### src/rtl/psum_drain_pkg.sv
// -----------------------------------------------------------------------------
// psum_drain_pkg
// Shared definitions for the partial-sum drain block:
//   - default geometry (lanes, accumulator width, output width, shift width)
//   - width of the lane index carried on the output port
//   - FSM state encoding
//   - saturation bound helpers for a signed output of a given width
// -----------------------------------------------------------------------------
package psum_drain_pkg;

    localparam int LANES_DEF = 7;
    localparam int DW_DEF    = 32;
    localparam int OW_DEF    = 8;
    localparam int SHW_DEF   = 5;
    localparam int IDXW      = 3;

    typedef enum logic {
        IDLE = 1'b0,
        SEND = 1'b1
    } state_t;

    // Largest value representable by a signed ow-bit number.
    function automatic longint sat_hi(input int ow);
        return (longint'(1) << (ow - 1)) - longint'(1);
    endfunction

    // Smallest value representable by a signed ow-bit number.
    function automatic longint sat_lo(input int ow);
        return -(longint'(1) << (ow - 1));
    endfunction

endpackage

### src/rtl/psum_drain_requant.sv
// -----------------------------------------------------------------------------
// requant_lane
// Combinational requantisation of one accumulator lane:
//   bias add -> optional ReLU -> rounded arithmetic right shift -> saturate.
// The working width is DW+3 so the bias add and the rounding offset can never
// wrap, whatever the operands.
// Ports:
//   i_lane     signed accumulator lane (DW)
//   i_bias     signed bias (DW)
//   i_shift    right-shift amount (SHW), clamped to DW-1
//   i_relu_en  clamp negative sums to zero before shifting
//   o_data     signed saturated result (OW)
// -----------------------------------------------------------------------------
module requant_lane
    import psum_drain_pkg::*;
#(
    parameter int DW  = DW_DEF,
    parameter int OW  = OW_DEF,
    parameter int SHW = SHW_DEF
) (
    input  logic signed [DW-1:0]  i_lane,
    input  logic signed [DW-1:0]  i_bias,
    input  logic        [SHW-1:0] i_shift,
    input  logic                  i_relu_en,
    output logic signed [OW-1:0]  o_data
);

    localparam int SW       = DW + 3;
    localparam int SH_MAX_I = DW - 1;
    localparam logic signed [SW-1:0] SAT_HI = SW'(sat_hi(OW));
    localparam logic signed [SW-1:0] SAT_LO = SW'(sat_lo(OW));

    logic signed [SW-1:0]  w_sum;
    logic signed [SW-1:0]  w_act;
    logic signed [SW-1:0]  w_rnd;
    logic        [SHW-1:0] w_sh;

    function automatic logic signed [SW-1:0] sext(input logic signed [DW-1:0] v);
        return {{(SW-DW){v[DW-1]}}, v};
    endfunction

    // Round half up: add half an LSB of the result, then shift arithmetically.
    function automatic logic signed [SW-1:0] round_shr(input logic signed [SW-1:0] v,
                                                       input logic        [SHW-1:0] sh);
        logic signed [SW-1:0] half;
        half = '0;
        if (sh != '0)
            half = SW'(1) << (sh - SHW'(1));
        return (v + half) >>> sh;
    endfunction

    function automatic logic signed [OW-1:0] sat(input logic signed [SW-1:0] v);
        if (v > SAT_HI)
            return SAT_HI[OW-1:0];
        else if (v < SAT_LO)
            return SAT_LO[OW-1:0];
        return v[OW-1:0];
    endfunction

    always_comb begin
        w_sum = sext(i_lane) + sext(i_bias);
        // ReLU on the sign bit of the full-width sum
        w_act = (i_relu_en && w_sum[SW-1]) ? '0 : w_sum;
        // Compare in int width so the clamp stays meaningful for any SHW/DW mix
        w_sh  = (int'(i_shift) > SH_MAX_I) ? SHW'(SH_MAX_I) : i_shift;
        w_rnd = round_shr(w_act, w_sh);
        o_data = sat(w_rnd);
    end

endmodule

### src/rtl/psum_drain.sv
// -----------------------------------------------------------------------------
// psum_drain
// Read side of the channel accumulator. On start it snapshots the whole
// partial-sum vector plus the requant parameters, pulses acc_clr once, and
// streams one requantised lane per beat (lane 0 first) over valid/ready.
// Ports:
//   clk, rst_n            clock, asynchronous active-low reset
//   start                 capture pulse (ignored while busy)
//   acc_in                LANES x DW accumulator vector, lane i at [i*DW +: DW]
//   bias, shift, relu_en  requant parameters, sampled with start
//   acc_clr               one-cycle clear back to the accumulator
//   busy                  capture .. final beat accepted
//   out_valid/out_ready   output handshake
//   out_data              signed OW-bit activation
//   out_idx, out_last     lane index of the beat, high on lane LANES-1
//   done                  one-cycle pulse after the last beat is accepted
// -----------------------------------------------------------------------------
module psum_drain
    import psum_drain_pkg::*;
#(
    parameter int LANES = LANES_DEF,
    parameter int DW    = DW_DEF,
    parameter int OW    = OW_DEF,
    parameter int SHW   = SHW_DEF
) (
    input  logic                    clk,
    input  logic                    rst_n,
    input  logic                    start,
    input  logic [LANES*DW-1:0]     acc_in,
    input  logic signed [DW-1:0]    bias,
    input  logic        [SHW-1:0]   shift,
    input  logic                    relu_en,
    output logic                    acc_clr,
    output logic                    busy,
    output logic                    out_valid,
    input  logic                    out_ready,
    output logic signed [OW-1:0]    out_data,
    output logic        [IDXW-1:0]  out_idx,
    output logic                    out_last,
    output logic                    done
);

    // Shadow copy of the capture-time inputs
    logic [LANES*DW-1:0]   r_acc;
    logic signed [DW-1:0]  r_bias;
    logic [SHW-1:0]        r_shift;
    logic                  r_relu;

    // Output beat and control registers
    state_t                r_state;
    state_t                w_state_nxt;
    logic signed [OW-1:0]  r_data;
    logic [IDXW-1:0]       r_idx;
    logic                  r_last;
    logic                  r_valid;
    logic                  r_busy;
    logic                  r_clr;
    logic                  r_done;

    logic                  w_hs;
    logic                  w_capture;
    logic                  w_advance;
    logic                  w_finish;
    logic [IDXW-1:0]       w_nxt_idx;

    // Requant source selection
    logic [IDXW-1:0]       w_sel_idx;
    logic [LANES*DW-1:0]   w_sel_vec;
    logic signed [DW-1:0]  w_sel_lane;
    logic signed [DW-1:0]  w_sel_bias;
    logic [SHW-1:0]        w_sel_shift;
    logic                  w_sel_relu;
    logic signed [OW-1:0]  w_q;

    assign w_hs      = r_valid && out_ready;
    assign w_nxt_idx = r_idx + IDXW'(1);

    // FSM next-state and beat control
    always_comb begin
        w_state_nxt = r_state;
        w_capture   = 1'b0;
        w_advance   = 1'b0;
        w_finish    = 1'b0;
        case (r_state)
            IDLE: begin
                if (start) begin
                    w_capture   = 1'b1;
                    w_state_nxt = SEND;
                end
            end
            SEND: begin
                // start is deliberately not looked at here
                if (w_hs) begin
                    if (r_last) begin
                        w_finish    = 1'b1;
                        w_state_nxt = IDLE;
                    end else begin
                        w_advance   = 1'b1;
                    end
                end
            end
            default: w_state_nxt = IDLE;
        endcase
    end

    // On capture the shadow regs are not loaded yet, so lane 0 is taken
    // straight from the inputs; afterwards only the shadow copy is used.
    always_comb begin
        w_sel_idx   = w_capture ? '0 : w_nxt_idx;
        w_sel_vec   = w_capture ? acc_in  : r_acc;
        w_sel_bias  = w_capture ? bias    : r_bias;
        w_sel_shift = w_capture ? shift   : r_shift;
        w_sel_relu  = w_capture ? relu_en : r_relu;
        w_sel_lane  = '0;
        for (int i = 0; i < LANES; i++) begin
            if (w_sel_idx == IDXW'(i))
                w_sel_lane = w_sel_vec[i*DW +: DW];
        end
    end

    requant_lane #(
        .DW  (DW),
        .OW  (OW),
        .SHW (SHW)
    ) u_requant (
        .i_lane    (w_sel_lane),
        .i_bias    (w_sel_bias),
        .i_shift   (w_sel_shift),
        .i_relu_en (w_sel_relu),
        .o_data    (w_q)
    );

    always_ff @(posedge clk or negedge rst_n) begin
        if (!rst_n)
            r_state <= IDLE;
        else
            r_state <= w_state_nxt;
    end

    // Output beat register stage
    always_ff @(posedge clk or negedge rst_n) begin
        if (!rst_n) begin
            r_acc   <= '0;
            r_bias  <= '0;
            r_shift <= '0;
            r_relu  <= 1'b0;
            r_data  <= '0;
            r_idx   <= '0;
            r_last  <= 1'b0;
            r_valid <= 1'b0;
            r_busy  <= 1'b0;
            r_clr   <= 1'b0;
            r_done  <= 1'b0;
        end else begin
            r_clr  <= w_capture;
            r_done <= w_finish;
            if (w_capture) begin
                r_acc   <= acc_in;
                r_bias  <= bias;
                r_shift <= shift;
                r_relu  <= relu_en;
                r_data  <= w_q;
                r_idx   <= '0;
                r_last  <= (LANES == 1);
                r_valid <= 1'b1;
                r_busy  <= 1'b1;
            end else if (w_advance) begin
                r_data  <= w_q;
                r_idx   <= w_nxt_idx;
                r_last  <= (w_nxt_idx == IDXW'(LANES - 1));
            end else if (w_finish) begin
                r_data  <= '0;
                r_idx   <= '0;
                r_last  <= 1'b0;
                r_valid <= 1'b0;
                r_busy  <= 1'b0;
            end
        end
    end

    assign acc_clr   = r_clr;
    assign busy      = r_busy;
    assign out_valid = r_valid;
    assign out_data  = r_data;
    assign out_idx   = r_idx;
    assign out_last  = r_last;
    assign done      = r_done;

endmodule

### config.mk
export PLATFORM = sky130hd
export DESIGN_NAME = psum_drain
export DESIGN_NICKNAME = d
export VERILOG_FILES = /design/src/rtl/psum_drain_pkg.sv /design/src/rtl/psum_drain_requant.sv /design/src/rtl/psum_drain.sv
export SDC_FILE = /design/constraint.sdc
export NUM_CORES = 1
export LEC_CHECK = 0
export BUFFER_PORTS_ARGS = -buffer_cell sky130_fd_sc_hd__buf_4
export CAP_MARGIN = 40
export CORE_MARGIN = 2
export CORE_UTILIZATION = 58
export DETAILED_ROUTE_END_ITERATION = 8
export PLACE_DENSITY = 0.91
export SYNTH_ARGS = -nofsm -noshare
export SYNTH_HDL_FRONTEND = slang
export SYNTH_SLANG_ARGS = --single-unit
### constraint.sdc
create_clock -name clk -period 11.7 [get_ports clk]
set_clock_uncertainty 0.1 [all_clocks]
set_input_delay 0.585 -clock clk [delete_from_list [all_inputs] [get_ports clk]]
set_output_delay 0.585 -clock clk [all_outputs]
set_load 0.1 [all_outputs]
==> flow_metrics.py <==
metrics = {
    "cts": {
        "htreeDepth": 1,
        "post_cts.repair.setup_buffers": 0,
        "post_cts_resized": 0,
        "cts.sink_count": 278,
        "cts_inserted_buffers": 29,
        "cts_buffer_depth": 3,
        "root_buffer": "clkbuf_16",
        "cts_tree": "yes",
        "path_clk_slew_ns": 0.07,
        "postCtsHoldBufs": 0,
        "clk_latency_ns": 0.58,
    },
    "floorplan": {
        "dieArea_um2": 33600,
        "core_um2": 31600,
        "fp.dieH_um": 183,
        "die_x_um": 183,
        "rows": 65,
        "io_pins": 282,
        "initial_core_util_pct": 59.0,
    },
    "synth": {
        "syn_area_per_cell_um2": 7.57,
        "synthesis.nets": 2795,
        "synthSimpleGateAreaFrac_pct": 29.1,
        "synth_top_area_share_pct": 37.4,
        "synthTopCellsByArea": "dfrtp_1, nand2_1, ha_1",
        "ys_seq_area_share_pct": 37.4,
        "synth_seq_cells": 278,
        "synthCells": 2461,
        "synth_top_family_by_area": "simple AND/OR/NAND/NOR gates",
        "synthAdderAreaFrac_pct": 4.65,
        "yosys.area_share.xor_xnor_pct": 2.49,
        "synth-main-ff-cell": "dfrtp_1",
        "async_flop_share_pct": 100,
        "synth.distinct_cells": 93,
        "synth_edf_count": 0,
        "synth_mux_area_share_pct": 3.08,
        "yosysMostFrequentCell": "nand2_1",
        "yosysTopAreaCell": "dfrtp_1",
        "synthTopCellsByCount": "nand2_1, dfrtp_1, nor2_1",
        "synth_compound_area_share_pct": 19.5,
        "netlist_area_um2": 18600,
        "yosys_warnings": 0,
    },
    "setup_path": {
        "slowest_delay_ns": 0.57,
        "crit_buf_inv": 2,
        "cp-end-kind": "flip-flop",
        "required_ns": 12.00,
        "regToRegEndpoint": "out_data[2]",
        "r2r_slack_ns": 1.05,
        "crit_slowest_cell": "o31ai_2",
        "worst-path-max-fanout": 99,
        "start_kind": "flip-flop",
        "reg2regPathDepth": 36,
        "crit_family": "compound AO/OA/AOI/OAI gates",
        "reg2reg_from": "r_state",
        "critPathKind": "flip-flop to flip-flop",
        "crit_arrival_ns": 10.95,
    },
    "hold_path": {
        "min_path_type": "input pin to async pin",
    },
    "routing": {
        "dr.pass1.iters": 9,
        "finalWirelength_um": 68500,
        "remaining_drc_errors": 0,
        "via_count": 19800,
        "initialDrtViolationCount": 2422,
        "post_drt_wl_per_cell_um": 22.3,
        "ant_nets": 0,
        "via_per_inst": 6.44,
    },
    "place": {
        "place_congestion": 0.992,
        "io_buffers": 281,
        "hpwl_um": 50400,
    },
    "global_routing": {
        "grt_max_degree": 173,
        "antenna_found_initial": 0,
        "grt_usage_pct": 40.3,
        "grt_pass1_wl_um": 105000,
        "grt_pass1_vias": 19300,
        "overflow": 0,
    },
    "sta": {
        "max_slew_margin_pct": 35.0,
        "finalHoldViolations": 11,
        "setup_tns_ns": 0,
        "rsz0062_at_grt": "no",
        "setup_viol": 0,
        "period_minus_slack_ns": 10.65,
        "slew_violations": 0,
        "min_period_over_period_pct": 91.0,
        "fmaxAchievable_ghz": 0.0939,
        "worst_pin_slew_ns": 0.975,
        "whs_ns": -0.0220,
    },
    "outcome": {
        "violations": "hold timing",
        "outcome": "finished, violations left",
    },
    "layout": {
        "multi_input_comb_area_um2": 11000,
        "num-fill-cells": 2471,
        "drive_gt1_share_pct": 15.8,
        "register_area_um2": 6960,
        "syn_to_final_growth_pct": 18.2,
        "fin_nets": 2986,
        "antennaDiodeCount": 0,
    },
    "flow_run": {
        "cap_viol_max_count": 0,
    },
}
[worst max path at each step]
stage,startpoint,end,slack [ns],cells past startpoint
detailed placement,start,out_data[2],1.27,37
floorplan,out_idx[1],out_data[6],2.27,35
global route,r_state,out_data[3],0.45,36
CTS,r_state,out_data[2],1.31,36
global placement,start,out_data[6],1.56,37
finish,r_state,out_data[2],1.05,36
[worst register-to-register path: cells and delay by family, from the launching register on]
family | cells | cell delay [ns]
compound gates | 18 | 4.85
simple gates | 9 | 2.24
fa+ha+maj | 4 | 1.33
buf+inv | 2 | 0.90
flops | 1 | 0.42
xor+xnor | 2 | 0.36
mux | 1 | 0.28
[metal layers]
layer	vias up	global-route usage (%)	part of all wire, %
met5	-	0	0
met4	0	20.4	6.0
met3	247	5.98	9.4
met2	1271	66.2	47
met1	9422	52.0	38
li1	8871	-	-
[cell usage in the layout, fill, tap and decap left out, types with 12 or more instances in the layout]
| master | instances |
|---|---|
| xnor2_1 | 29 |
| a211oi_1 | 23 |
| inv_1 | 21 |
| a21oi_1 | 109 |
| nor2_1 | 182 |
| clkbuf_16 | 29 |
| mux2i_1 | 41 |
| o211ai_1 | 49 |
| nand2_1 | 907 |
| and3_1 | 15 |
| nand4_1 | 28 |
| nand3_1 | 64 |
| ha_1 | 66 |
| clkinv_2 | 12 |
| o21ai_0 | 82 |
| xor2_1 | 24 |
| a22oi_1 | 38 |
| nor3_1 | 26 |
| and2_1 | 15 |
| a21o_1 | 35 |
| a22o_1 | 19 |
| a31oi_1 | 14 |
| dfrtp_1 | 277 |
| nand2b_1 | 26 |
| a222oi_1 | 18 |
| buf_4 | 312 |
[registers in the layout, summed over array words and instances, names as in the netlist]
name      count
r_acc       224
r_bias       32
out_data      8
r_shift       5
out_idx       3
acc_clr       1
busy          1
done          1
out_last      1
r_relu        1
r_state       1
[final cells by class]
cell class / count / share of cell area (%)
sequential: 278 / 31.6
tap: 402 / 2.29
timing repair buffer: 316 / 11.1
clock inverter: 21 / 0.938
inverter: 25 / 0.461
clock buffer: 32 / 3.49
multi-input combinational: 2002 / 50.1
[stage by stage]
| step | area, µm² | hold slack, ns | setup WS (ns) | std cells | util [%] |
|---|---|---|---|---|---|
| floorplan | 18600 | 0.189 | 2.27 | 2461 | - |
| global placement | 21000 | 0.340 | 1.56 | 3021 | 66.5 |
| detailed placement | 21000 | 0.347 | 1.27 | 3023 | 66.6 |
| CTS | 22000 | 0.0437 | 1.31 | 3076 | 69.7 |
| global route | 22000 | 0.0703 | 0.454 | 3076 | 69.7 |
| finish | 22000 | -0.0220 | 1.05 | 3076 | 69.7 |
[kinds of logic after synthesis]
logic type / Yosys count
DFF: 278
AOI/OAI and AO/OA: 514
other: 1
and+or+nand+nor: 1311
xor gates and xnor gates: 53
buffers and inverters: 181
muxes: 55
adders and majority gates: 68
Power is not shown: default switching activity piles up to over one toggle a cycle in this logic, so the estimate is an artifact.
